File: config.mk
export PLATFORM = sky130hd
export DESIGN_NAME = ex_stage
export DESIGN_NICKNAME = d
export VERILOG_FILES = /design/src/rtl/scu_pkg.sv /design/src/rtl/alu.sv /design/src/rtl/ex_stage.sv
export SDC_FILE = /design/constraint.sdc
export NUM_CORES = 1
export LEC_CHECK = 0
export CAP_MARGIN = 20
export CORE_MARGIN = 2
export CORE_UTILIZATION = 30
export CTS_BUF_LIST = sky130_fd_sc_hd__clkbuf_8
export DETAILED_ROUTE_END_ITERATION = 8
export GPL_TIMING_DRIVEN = 0
export PLACE_DENSITY_LB_ADDON = 0.05
export SETUP_SLACK_MARGIN = 0.1
export SLEW_MARGIN = 5
export SYNTH_ARGS = -nofsm -noshare
export SYNTH_HDL_FRONTEND = slang
export SYNTH_HIERARCHICAL = 1
export SYNTH_SLANG_ARGS = --single-unit
File: constraint.sdc
create_clock -name clock -period 0.8 [get_ports clock]
set_input_delay 0.16 -clock clock [delete_from_list [all_inputs] [get_ports clock]]
set_output_delay 0.16 -clock clock [all_outputs]
set_load 0.02 [all_outputs]
File: src/rtl/scu_pkg.sv
// Shared encodings and default sizes for the pipeline execute stage.
package scu_pkg;

  localparam int WIDTH_DEF = 32;  // datapath width
  localparam int RA_W_DEF  = 6;   // register-address width (64 registers)

  // ALU operation codes; codes 1xx are reserved and behave as PASS.
  typedef enum logic [2:0] {
    ALU_PASS = 3'b000,
    ALU_ADD  = 3'b001,
    ALU_SUB  = 3'b010,
    ALU_NEG  = 3'b011
  } alu_op_e;

  // Write-back source select carried down to MEM/WB.
  typedef enum logic [1:0] {
    WB_ALU  = 2'b00,
    WB_MEM  = 2'b01,
    WB_PC   = 2'b10,
    WB_NONE = 2'b11
  } wb_sel_e;

  // True for the ALU ops that produce condition flags.
  function automatic logic op_sets_flags(input logic [2:0] op);
    return (op == ALU_ADD) || (op == ALU_SUB) || (op == ALU_NEG);
  endfunction

endpackage

File: src/rtl/alu.sv
// Combinational ALU: PASS/ADD/SUB/NEG, modulo 2^WIDTH, with zero/negative outputs.
module alu
  import scu_pkg::*;
#(
  parameter int WIDTH = WIDTH_DEF
) (
  input  logic [WIDTH-1:0] a,
  input  logic [WIDTH-1:0] b,
  input  logic [2:0]       op,
  output logic [WIDTH-1:0] result,
  output logic             z,
  output logic             n
);

  // Select the operation; reserved codes fall through to PASS.
  always_comb begin
    // NOTE: assigning a default before the case keeps every path driven, so no latch is inferred.
    result = a;
    case (op)
      ALU_ADD: result = a + b;
      ALU_SUB: result = a - b;
      ALU_NEG: result = '0 - a;
      default: result = a;
    endcase
  end

  assign z = (result == '0);
  assign n = result[WIDTH-1];

endmodule

File: src/rtl/ex_stage.sv
// Execute stage: ALU, Z/N flags, branch/jump resolution and the EX/MEM register.
module ex_stage
  import scu_pkg::*;
#(
  parameter int WIDTH = WIDTH_DEF,
  parameter int RA_W  = RA_W_DEF
) (
  input  logic             clock,
  input  logic             reset_n,
  input  logic             stall,
  input  logic             valid_ex,
  input  logic [2:0]       aluOp_ex,
  input  logic             aluSrc_ex,
  input  logic             memRead_ex,
  input  logic             memWrite_ex,
  input  logic             regWrt_ex,
  input  logic             jumpMem_ex,
  input  logic [1:0]       writeBackControl_ex,
  input  logic             branchZero_ex,
  input  logic             branchNeg_ex,
  input  logic             jump_ex,
  input  logic [WIDTH-1:0] xrs_ex,
  input  logic [WIDTH-1:0] xrt_ex,
  input  logic [WIDTH-1:0] y_ex,
  input  logic [WIDTH-1:0] pc_plus_y_ex,
  input  logic [RA_W-1:0]  rd_ex,
  output logic [WIDTH-1:0] aluResult_mem,
  output logic [WIDTH-1:0] storeData_mem,
  output logic [WIDTH-1:0] pc_plus_y_mem,
  output logic [RA_W-1:0]  rd_mem,
  output logic [1:0]       writeBackControl_mem,
  output logic             memRead_mem,
  output logic             memWrite_mem,
  output logic             regWrt_mem,
  output logic             jumpMem_mem,
  output logic             valid_mem,
  output logic             flagZ,
  output logic             flagN,
  output logic             redirect,
  output logic [WIDTH-1:0] pcTarget
);

  logic [WIDTH-1:0] operand_b;
  logic [WIDTH-1:0] alu_result;
  logic             alu_z;
  logic             alu_n;
  logic             advance;
  logic             flag_update;
  logic             take;

  assign operand_b = aluSrc_ex ? y_ex : xrt_ex;
  assign advance   = ~stall;

  alu #(.WIDTH(WIDTH)) u_alu (
    .a      (xrs_ex),
    .b      (operand_b),
    .op     (aluOp_ex),
    .result (alu_result),
    .z      (alu_z),
    .n      (alu_n)
  );

  // Only real, non-stalled arithmetic ops change the condition flags.
  assign flag_update = valid_ex & advance & op_sets_flags(aluOp_ex);

  // Flag registers; branches read these, i.e. the result of the previous ALU op.
  always_ff @(posedge clock or negedge reset_n) begin
    if (!reset_n) begin
      flagZ <= 1'b0;
      flagN <= 1'b0;
    end else if (flag_update) begin
      // NOTE: non-blocking assignments in clocked blocks so every register samples pre-edge values.
      flagZ <= alu_z;
      flagN <= alu_n;
    end
  end

  // Branch resolution against registered flags; the target is always xrs.
  assign take     = jump_ex | (branchZero_ex & flagZ) | (branchNeg_ex & flagN);
  assign redirect = valid_ex & advance & take;
  assign pcTarget = xrs_ex;

  // EX/MEM boundary: data loads whenever not stalled, side-effect controls are gated by valid.
  always_ff @(posedge clock or negedge reset_n) begin
    if (!reset_n) begin
      aluResult_mem        <= '0;
      storeData_mem        <= '0;
      pc_plus_y_mem        <= '0;
      rd_mem               <= '0;
      writeBackControl_mem <= '0;
      memRead_mem          <= 1'b0;
      memWrite_mem         <= 1'b0;
      regWrt_mem           <= 1'b0;
      jumpMem_mem          <= 1'b0;
      valid_mem            <= 1'b0;
    end else if (advance) begin
      aluResult_mem        <= alu_result;
      storeData_mem        <= xrt_ex;
      pc_plus_y_mem        <= pc_plus_y_ex;
      rd_mem               <= rd_ex;
      writeBackControl_mem <= writeBackControl_ex;
      memRead_mem          <= memRead_ex  & valid_ex;
      memWrite_mem         <= memWrite_ex & valid_ex;
      regWrt_mem           <= regWrt_ex   & valid_ex;
      jumpMem_mem          <= jumpMem_ex  & valid_ex;
      valid_mem            <= valid_ex;
    end
  end

endmodule

[After elaboration in Yosys (flattened, before gate mapping)]
Index checks and enable logic that the tools add are counted.
Storage, ports and cells
  register bits after elaboration: 111
  bits in latches: 0
  bits in writable memories: 0
  memory bits (read-only): 0
  output and inout bits: 144
  memories: 0
Operators by class
  add/subtract/negate cells: 3
  multipliers: 0
  div/mod/pow operators: 0
  $lt $le $gt $ge: 0
  eq/ne operators: 3
  shift operators: 0
  mux-type cells: 2
  bitwise gates (word level): 12
  reduce and logical (&&, ||, !) cells: 3
Operator list (number)
  $pmux 32 s3: 1
  $add 32x32->32: 1
  $logic_not 32->1: 1
  $mux 32: 1
  $sub 1x32->32 const A: 1
  $sub 32x32->32: 1
  $and 1x1->1: 9
  $eq 3x2->1 const B: 2
  $eq 3x1->1 const B: 1
  $logic_or 1x1->1: 2
  $or 1x1->1: 2
  $not 1->1: 1

[Depth between registers and ports, before layout]
Gate-level depths: netlist of run 1.
  word-level depth: 4
  gate-level depth with buffers: 24

[Cells and area by module]
Netlist of run 1, hierarchy kept.
By module, submodules not included
  ex_stage: instances 1, cells each 309, area each 4817.1 sq um
  alu: instances 1, cells each 597, area each 3955.0 sq um

[Worst setup path after synthesis of run 1]
No wires, ideal clock.
  path type: input -> register
  from: input port aluSrc_ex
  to: register flagZ
  library setup time: 0.065 ns
  arrival time: 4.759 ns
  path slack: -4.024 ns
  cell stages on the path: 20
  buffers on the path: 3
  path through: clkbuf_2 -> buf_4 -> mux2_2 -> or3_1 -> nor3_1 -> nand3_1 -> nor4_1 -> nor2_1 -> xnor2_1 -> ha_1 -> clkbuf_1 -> nand3_1 -> or3_1 -> o211ai_1 -> a21oi_1 -> xnor2_1 -> a21o_1 -> or4_4 -> nor4b_2 -> mux2_2
On the way
  longest elaborated chain between the ends: 4
  elaborated cells on any way between the ends: 5
  classes of those cells: add/sub (2); mux (2); reduce/logical (1)
RTL lines
  start, declared: line ex_stage.sv:13  | input logic aluSrc_ex,
  $mux 32 (*): line ex_stage.sv:51  | assign operand_b = aluSrc_ex ? y_ex : xrt_ex;
  named net operand_b[11]: line ex_stage.sv:43  | logic [WIDTH-1:0] operand_b;
  $sub 32x32->32 or $add 32x32->32 (tied branches): line alu.sv:21, alu.sv:20
  $pmux 32 s3 (*): line alu.sv:19  | case (op)
  named net alu_result[28]: line ex_stage.sv:44  | logic [WIDTH-1:0] alu_result;
  $logic_not 32->1 (*): line alu.sv:27  | assign z = (result == '0);
  named net alu_z: line ex_stage.sv:45  | logic alu_z;
  end signal, assigned: line ex_stage.sv:73  | flagZ <= alu_z;
  end, declared: line ex_stage.sv:37  | output logic flagZ,
Mark *: on every way through the listed nets, which the timed path passes. The rest lies on a longest branch.
A chain may end at the register's enable or synchronous reset.

[Worst setup path in the final report of run 1]
Same ends and word-level chain as after synthesis.

==> results of run 1 <==
==> report_power, final <==
group	switching, W	internal [W]
Combinational	0.00627	0.00722
Clock	0.00250	0.00122
Sequential	0.000578	0.00635
Total	0.00935	0.0148
==> state kept, by name, indices dropped and copies added (netlist names) <==
name                  flops
regWrt_mem                1
pc_plus_y_mem            32
writeBackControl_mem      2
flagN                     1
memRead_mem               1
jumpMem_mem               1
memWrite_mem              1
aluResult_mem            32
rd_mem                    6
flagZ                     1
valid_mem                 1
storeData_mem            32
==> area by class of cell <==
cell class | count | area share [%]
Buffer | 77 | 4.94
Clock buffer | 9 | 0.778
Clock inverter | 7 | 0.417
Inverter | 15 | 0.370
Multi-Input combinational cell | 701 | 44.3
Sequential cell | 111 | 17.5
Tap cell | 384 | 3.02
Timing Repair Buffer | 452 | 28.7
==> cell usage after synthesis (5+ instances only) <==
cell type  count
a211o_1       10
a211oi_1       5
a21o_1        15
a21oi_1       37
a221o_1        5
a31o_2        10
a31oi_1        9
and2_1         5
and3_1         7
buf_4         36
buf_6         12
clkbuf_1      23
dfrtp_1      111
ha_1          33
inv_1         15
mux2_2       139
mux2i_1       17
nand2_1       58
nand3_1       19
nand3b_1       6
nand4_1        6
nor2_1        53
nor2b_1        6
nor3_1        24
nor4_1        12
o211ai_1       7
o21a_1         8
o21ai_0       48
o31ai_1       15
o41ai_1        8
or3_1         18
or4_1          5
xnor2_1       15
xor2_1        26
==> per-stage QoR <==
step / instances / setup WS (ns) / utilization [%]
finish: 1756 / -3.73 / 55.3
global route: 1756 / -3.90 / 55.3
CTS: 1702 / -3.74 / 51.6
detailed placement: 1584 / -4.71 / 45.0
global placement: 1583 / -5.74 / 44.9
floorplan: 906 / -3.57 / -
==> logic make-up after synthesis <==
family                   Yosys count
adder cells (fa/ha/maj)           34
AO/OA/AOI/OAI                    216
multiplexers                     159
AND/OR/NAND/NOR                  251
XOR/XNOR                          41
buffers and inverters             94
flip-flops                       111
==> cell usage in the layout, fill, tap and decap left out, drive strengths merged, types with 4 or more instances in the layout <==
cell and count:
clkdlybuf4s50 95, or4 7, o31ai 16, ha 33
nor3b 4, clkbuf 28, inv 19, o2111a 4
o211ai 7, o21ai 51, mux2 142, nor2 53
a21o 15, a31o 10, nand4 6, xnor2 15
o21a 8, o41ai 8, mux2i 17, a211o 10
nand2b 4, and3 7, a211oi 5, dlygate4sd2 16
xor2 26, nand3 19, nor2b 6, and2 6
nand3b 6, a21oi 37, nor4 12, nand2 59
nor3 27, dfrtp 111, a31oi 9, buf 398
or3 21, a22o 4, a221o 5
==> repair_timing <==
item / in CTS / in global routing
endpoints found under the setup margin: 255 / 227
pin swaps: 77 / 92
buffers inserted: 103 / 69
gates resized for setup: 1274 / 148
endpoints found under the hold margin: 29 / 27
gates cloned: 1 / 0
==> path summary, 6_finish.rpt <==
path / depth (start not counted) / startpoint / to / slack, ns
hold / removal: 1 / reset_n / storeData_mem[26] / -0.39
setup / recovery: 22 / aluSrc_ex / flagZ / -3.73
setup reg to reg: 3 / flagZ / flagZ / -0.23
max in group asynchronous: 2 / reset_n / regWrt_mem / 0.43
hold reg to reg: 2 / valid_mem / valid_mem / 0.52
min in group clock: 2 / xrt_ex[2] / storeData_mem[2] / 0.02
==> metal layers <==
layer  part of all wire, %  vias up
met5                     0        -
met4                   1.3        0
met3                   4.4       26
met2                    51      244
met1                    43     4397
li1                      -     4289
==> flow_metrics.tcl, run 1 <==
set metrics [dict create \
    outcome "finished with violations" \
    violations "hold timing, setup timing" \
    placed_cell_area_um2 13000 \
    setup_ws_ns -3.73 \
    layout-area-overhead-vs-synth_pct 81.4 \
    worst_slew_margin_rel_pct 34.8 \
    setup_viol 175 \
    slowest_stage "or4_4" \
    hold_path.class "in2async" \
    use_met2_pct 38.2 \
    port_buffers 293 \
    htree_levels 3 \
    overflow 0 \
    design_area_um2 15900 \
    muxShareOfSynthArea_pct 20.2 \
    crit_family "simple AND/OR/NAND/NOR gates" \
    track_usage_pct 21.1 \
    grt_antenna_before_repair 0 \
    drv_slew 0 \
    power_w 0.0241 \
    n_antenna_cell 0 \
    ant_nets 0 \
    crit_fanout 6 \
    cts_root_buf "clkbuf_8" \
    rsz0062_at_grt "yes" \
    die_area_um2 30600 \
    use_met3_pct 2.98 \
    viasPerCell 5.10 \
    clk_latency_ns 0.40 \
    yosysTopAreaCellShare_pct 31.7 \
    synth_cell_types 85 \
    die_x_um 175 \
    place.gp.congestion 0.872 \
    synth_compound_area_share_pct 17.2 \
    yosys_register_bits 111 \
    clk_path_buf_depth 2 \
    ys_warn_count 6 \
    cts_sinks 111 \
    initial_core_util_pct 30.5 \
    nets 1552 \
    core_region_area_um2 28800 \
    tightest_slew_ns 0.965 \
    io_pins 295 \
    grt_max_degree 85 \
    synthFlopType "dfrtp_1" \
    ys_top_cells_by_area "dfrtp_1, mux2_2, ha_1" \
    wl_per_cell_um 19.2 \
    drt_iter0_drc 523 \
    cts_tree "done" \
    synth-seq-area-share_pct 31.7 \
    vias 8956 \
    nFillCells 2563 \
    synth_xor_area_share_pct 4.09 \
    cp.arrival_ns 4.88 \
    peakVddDrop_mv 0.871 \
    drive_gt1_share_pct 55.5 \
    syn_area_um2 8770 \
    timing.final.hold_violations 32 \
    hpwlAfterDp_um 24400 \
    num_rows 62 \
    synthAdderAreaFrac_pct 4.94 \
    crit_required_ns 1.14 \
    clk_pin_slew_ns 0.13 \
    hold_slack_ns -0.389 \
    cp_cell_sequence "clkbuf_16 > buf_12 > buf_8 > mux2_4 > nor3_4 > nand3b_1 > or4_4 > o21ai_2 > xor2_1 > ha_1 > clkbuf_8 > a21oi_4 > o21ai_2 > a311oi_2 > o211ai_1 > buf_4 > xnor2_4 > o21ai_2 > a211o_1 > or4_4 > nor4b_4 > mux2_4" \
    multi_input_area_um2 7040 \
    crit_path_start_kind "input pin" \
    path_class "in2reg" \
    drv_cap 0 \
    syn_nets 1091 \
    synthSimpleGateAreaFrac_pct 15.3 \
    dr.pass1.iters 5 \
    grt_pass1_wl_um 50900 \
    power_density_nw_per_um2 1520 \
    grt-busiest-layer "met2" \
    cts_buffers 9 \
    synth_top_family_by_area "multiplexers" \
    drc 0 \
    synth-edff-count 0 \
    crit_top_cell "o21ai_2" \
    period_needed_ns 4.53 \
    grt_pass1_vias 8953 \
    synth_area_per_cell_um2 9.68 \
    use_met1_pct 27.0 \
    die_h_um 175 \
    synth_area_leader_cell "dfrtp_1" \
    synth-async-reset-ratio_pct 100 \
    syn_inst 906 \
    finalCritPeriodShare_pct 567 \
    fin_setup_tns_ns -124.92 \
    regArea_um2 2790 \
    max_freq_mhz 221 \
    routed_wl_um 33700 \
    endpoint_kind "flop" \
    crit_buf_inv 5 \
    fin_skew_ns 0 \
    slowest_delay_ns 0.56 \
    p_leak_nw 7.07 \
]
(Power assumes the default switching activity.)
==> run 2, diff against run 1 <==
GPL_TIMING_DRIVEN = default   (was 0)
==> run 2 against run 1 <==
Critical path depth did not move. Fmax rose by 3.5%. Clock skew did not move. The run ends with setup timing left. Utilization rose by 4.1 points. Final cell count rose by 9.6%. Clock power rose by 7.3%. Critical path type unchanged. Largest cell class unchanged. Register-to-register slack barely moved. Setup slack improved by 0.15 ns. Die area did not move. Clock-buffer cell count did not move. Sequential share of layout area fell by 1.2 points. Cell area rose by 7.3%.
==> flow_metrics.tcl, run 2 (synthesis gave the netlist of run 1 again) <==
set metrics [dict create \
    outcome "finished with violations" \
    violations "setup timing" \
    layout-area-overhead-vs-synth_pct 94.7 \
    final_cell_mix "buf_4, buf_6, dfrtp_1" \
    crit_fanout 6 \
    viasPerCell 4.94 \
    combPwrFrac_pct 57.3 \
    die_x_um 175 \
    grt_antenna_before_repair 0 \
    finalCritPeriodShare_pct 547 \
    routed_wl_um 34400 \
    drv_cap 0 \
    ant_nets 0 \
    setup_ws_ns -3.58 \
    crit_buf_inv 4 \
    placed_cell_area_um2 14500 \
    place.gp.congestion 0.864 \
    slowest_delay_ns 0.54 \
    power_density_nw_per_um2 1490 \
    port_buffers 294 \
    drc 0 \
    power_frac_clock_pct 15.7 \
    grt_max_degree 38 \
    initial_core_util_pct 30.5 \
    pwr-share-seq_pct 27.1 \
    dr.pass1.iters 5 \
    die_area_um2 30600 \
    num_rows 62 \
    cts_root_buf "clkbuf_8" \
    die_h_um 175 \
    peakVddDrop_mv 0.882 \
    switching_share_pct 37.1 \
    grt_pass1_vias 9766 \
    r2r_setup_slack_ns -0.23 \
    cp_cell_sequence "buf_12 > buf_16 > mux2_4 > nor3_4 > nand3b_1 > nor2_4 > buf_4 > nand2_2 > o31ai_2 > xor2_1 > ha_4 > a21oi_4 > o21a_1 > o21a_1 > nand3b_1 > a31o_4 > or4_1 > nor4_2 > buf_4 > nand4b_1 > nor4b_4 > mux2_4" \
    nets 1720 \
    largestRegisters "aluResult_mem x32, pc_plus_y_mem x32, storeData_mem x32" \
    hpwlAfterDp_um 25800 \
    drt_iter0_drc 430 \
    worst_slew_margin_rel_pct 66.5 \
    grt_pass1_wl_um 53200 \
    endpoint_kind "flop" \
    r2r-start "flagN" \
    p_int_w 0.0161 \
    rr_worst_depth 3 \
    crit_path_start_kind "input pin" \
    setup_viol 184 \
    drv_slew 0 \
    clk_pin_slew_ns 0.12 \
    vias 9510 \
    clk_latency_ns 0.41 \
    drive_gt1_share_pct 60.2 \
    switchingPower_w 0.00945 \
    crit_family "simple AND/OR/NAND/NOR gates" \
    crit_required_ns 1.15 \
    core_region_area_um2 28800 \
    holdCritStartpoint "stall" \
    rsz0062_at_grt "yes" \
    cp.arrival_ns 4.73 \
    layout_commonest_cell "buf_4" \
    io_pins 295 \
    design_area_um2 17100 \
    htree_levels 3 \
    tightest_slew_ns 0.496 \
    max_freq_mhz 228 \
    crit_cells 22 \
    fin_skew_ns 0 \
    track_usage_pct 22.0 \
    fin_util_pct 59.3 \
    hold_end "valid_mem" \
    cts_sinks 111 \
    overflow 0 \
    cts_buffers 9 \
    hold_depth 3 \
    wl_per_cell_um 17.9 \
    p_leak_nw 7.90 \
    cts_tree "done" \
    period_needed_ns 4.38 \
    slowest_stage "or4_1" \
    clk_path_buf_depth 2 \
    hold_path.class "in2reg" \
    n_antenna_cell 0 \
    timing.final.hold_violations 0 \
    path_class "in2reg" \
    rr_endpoint "flagN" \
]
[run 2: power by group through the flow]
stage               Sequential [W]  Clock [W]  Combinational (W)
detailed placement         0.00684          0             0.0118
finish                     0.00691    0.00399             0.0146
global route               0.00699    0.00434             0.0156
floorplan                  0.00774          0            0.00505
CTS                        0.00689    0.00415             0.0134
global placement           0.00683          0             0.0117
[run 2: how the worst max path moves through the flow]
stage                         start                end  slack, ns
after global placement    xrt_ex[3]              flagZ      -4.09
after detailed placement  xrt_ex[1]              flagZ      -4.16
final                     aluSrc_ex              flagZ      -3.58
after global routing      aluSrc_ex              flagZ      -3.75
after CTS                 aluSrc_ex  aluResult_mem[31]      -3.49
after floorplan           aluSrc_ex              flagZ      -3.57
[run 2: metrics by stage]
step           cells  power, W  hold slack (ns)  TNS, ns  setup slack, ns
4_1_cts         1890    0.0244           0.0281  -125.51            -3.49
3_3_place_gp    1804    0.0186            0.253  -181.45            -4.09
3_5_place_dp    1804    0.0186            0.256  -182.17            -4.16
2_1_floorplan    906    0.0128           -0.136   -89.46            -3.57
6_report        1924    0.0255           0.0370  -125.19            -3.58
5_1_grt         1924    0.0269           0.0478  -134.94            -3.75
[run 2: timing repair]
| item | 4_1_cts | 5_1_grt |
|---|---|---|
| cloned | 2 | 0 |
| setup buffers | 72 | 63 |
| endpoints found under the setup margin | 254 | 245 |
| hold endpoints to repair | 111 | 0 |
| hold buffers | 1 | 0 |
| pin swaps | 44 | 86 |
| gates resized for setup | 1055 | 149 |
[run 2: worst register-to-register path: cells and delay by family, from the launching register on]
| family | cells | cell delay (ns) |
|---|---|---|
| flip-flops | 1 | 0.42 |
| buffers and inverters | 2 | 0.24 |
| multiplexers | 1 | 0.27 |
[run 2: area by class of cell]
cell class | count | area (um^2)
timing repair buffer | 697 | 6620
clock inverter | 7 | 92.6
tap | 384 | 480
fill | 2539 | 11700
inverter | 15 | 58.8
multi-input combinational | 701 | 6920
sequential | 111 | 2790
clock buffer | 9 | 124
[run 2: per-layer routing]
metal | up-vias | GRT usage (%) | share of wire [%]
met5 | - | 0 | 0
met4 | 0 | 5.31 | 2.1
met3 | 39 | 2.68 | 3.2
met2 | 204 | 40.4 | 52
met1 | 4645 | 27.2 | 43
li1 | 4622 | - | -
==> run 3, diff against run 2 <==
clock period = 4.5 ns   (was 0.8 ns; I/O delays follow)
==> run 3 against run 2 <==
The run still ends with setup timing left. Global-route usage increased by 0.39 points. First-iteration DRC count grew 4.7%. Clock power shrank 85%. Largest cell class unchanged. Combinational power is 85% lower. Non-clock buffer count is 105 lower. Flip-flop and latch count unchanged. Cell area is 12% lower. Sequential power fell by 83%. Wire length increased by 1.4%.
==> flow_metrics.tcl, run 3 (synthesis gave the netlist of run 1 again) <==
set metrics [dict create \
    outcome "finished with violations" \
    violations "setup timing" \
    use_met2_pct 35.2 \
    drt_iter0_drc 450 \
    power_w 0.00406 \
    hpwlAfterDp_um 27500 \
    cts_root_buf "clkbuf_8" \
    fin_util_pct 52.0 \
    switching_share_pct 37.8 \
    grt_pass1_wl_um 53200 \
    layout-area-overhead-vs-synth_pct 70.5 \
    htree_levels 3 \
    drive_gt1_share_pct 40.9 \
    timing.final.hold_violations 0 \
    die_area_um2 30600 \
    grt-busiest-layer "met2" \
    cts_tree "done" \
    hold_slack_ns 0.512 \
    power_density_nw_per_um2 271 \
    drv_cap 0 \
    nets 1615 \
    switchingPower_w 0.00153 \
    endpoint_kind "flop" \
    use_met1_pct 30.8 \
    crit_fanout 6 \
    grt_antenna_before_repair 2 \
    combPwrFrac_pct 55.3 \
    die_h_um 175 \
    clk_latency_ns 0.41 \
    tightest_slew_ns 0.960 \
    setup_viol 15 \
    p_leak_nw 6.43 \
    die_x_um 175 \
    placed_cell_area_um2 13700 \
    io_pins 295 \
    clk_path_buf_depth 2 \
    ant_nets 0 \
    initial_core_util_pct 30.5 \
    drc 0 \
    grt_pass1_vias 9256 \
    viasPerCell 4.97 \
    cts_buffers 9 \
    design_area_um2 15000 \
    wl_per_cell_um 19.2 \
    clk_pin_slew_ns 0.14 \
    routed_wl_um 34900 \
    cts_sinks 111 \
    period_needed_ns 5.11 \
    fin_skew_ns 0 \
    largestRegisters "aluResult_mem x32, pc_plus_y_mem x32, storeData_mem x32" \
    layout_commonest_cell "buf_4" \
    vias 9032 \
    num_rows 62 \
    use_met3_pct 5.55 \
    port_buffers 294 \
    worst_slew_margin_rel_pct 36.0 \
    cts_hold_buf 0 \
    peakVddDrop_mv 0.181 \
    overflow 0 \
    track_usage_pct 22.4 \
    p_int_w 0.00253 \
    cp.arrival_ns 5.44 \
    finalCritPeriodShare_pct 113 \
    pwr-share-seq_pct 29.5 \
    path_class "in2reg" \
    setup_ws_ns -0.606 \
    crit_required_ns 4.84 \
    core_region_area_um2 28800 \
    drv_slew 0 \
    dp_worst_setup_slack_ns -1.23 \
    grt_max_degree 71 \
    final_cell_mix "buf_4, clkdlybuf4s50_1, mux2_2" \
    max_freq_mhz 196 \
    power_frac_clock_pct 15.2 \
    hold_path.class "reg2reg" \
    place.gp.congestion 0.900 \
    nFillCells 2689 \
    rsz0062_at_grt "yes" \
    dr.pass1.iters 4 \
    crit_path_start_kind "input pin" \
]
-- run 3: worst paths after layout --
check | from | end | slack [ns] | cells after the start
max reg2reg | flagZ | flagZ | 3.63 | 1
max in group asynchronous | reset_n | storeData_mem[27] | 2.95 | 2
min in group asynchronous | reset_n | storeData_mem[3] | 0.64 | 1
min | valid_mem | valid_mem | 0.51 | 2
max | aluSrc_ex | flagZ | -0.61 | 21
min reg2reg | valid_mem | valid_mem | 0.51 | 2
-- run 3: through the flow --
step / std cells / TNS, ns
CTS: 1805 / -3.59
global route: 1818 / -7.45
floorplan: 906 / -2.12
finish: 1819 / -4.65
global placement: 1750 / -15.14
detailed placement: 1750 / -15.42
-- run 3: power by group through the flow --
stage | Clock, W | Sequential, W | Combinational [W]
2_1_floorplan | 0 | 0.00137 | 0.000800
3_5_place_dp | 0 | 0.00122 | 0.00197
6_report | 0.000618 | 0.00120 | 0.00224
3_3_place_gp | 0 | 0.00121 | 0.00198
5_1_grt | 0.000684 | 0.00121 | 0.00239
4_1_cts | 0.000646 | 0.00120 | 0.00214
-- run 3: area by class of cell --
cell class	count	area, um^2	area share [%]
clock buffer	9	124	0.828
tap	384	480	3.21
multi-input combinational	701	6160	41.2
timing repair buffer	592	5290	35.3
inverter	15	58.8	0.393
antenna	1	2.50	0.0167
sequential	111	2780	18.6
clock inverter	6	67.6	0.452
-- run 3: per-layer routing --
| layer | vias up | wire (um) |
|---|---|---|
| met2 | 275 | 15600 |
| met1 | 4316 | 16300 |
| met5 | - | 16 |
| met4 | 2 | 579 |
| met3 | 27 | 2360 |
| li1 | 4412 | - |
-- run 3: timing repair --
action,in CTS,in global routing
setup endpoints to repair,18,19
gates cloned,1,0
pin swaps,73,58
buffers inserted,43,16
resized for setup,123,56
-- run 3: worst max-delay path: stages --
cell and delay, ns:
buf_12 0.12, buf_16 0.13, mux2_4 0.32, nor3_4 0.22
nand3b_1 0.16, or4_4 0.52, o21ai_2 0.20, xor2_2 0.11
ha_4 0.32, buf_6 0.11, o21ai_2 0.04, nand2b_1 0.15
nand2_2 0.10, and4_1 0.17, or3_4 0.39, or4_4 0.53
nor4_4 0.26, buf_4 0.16, nand4b_1 0.13, nor4b_4 0.23
mux2_4 0.17
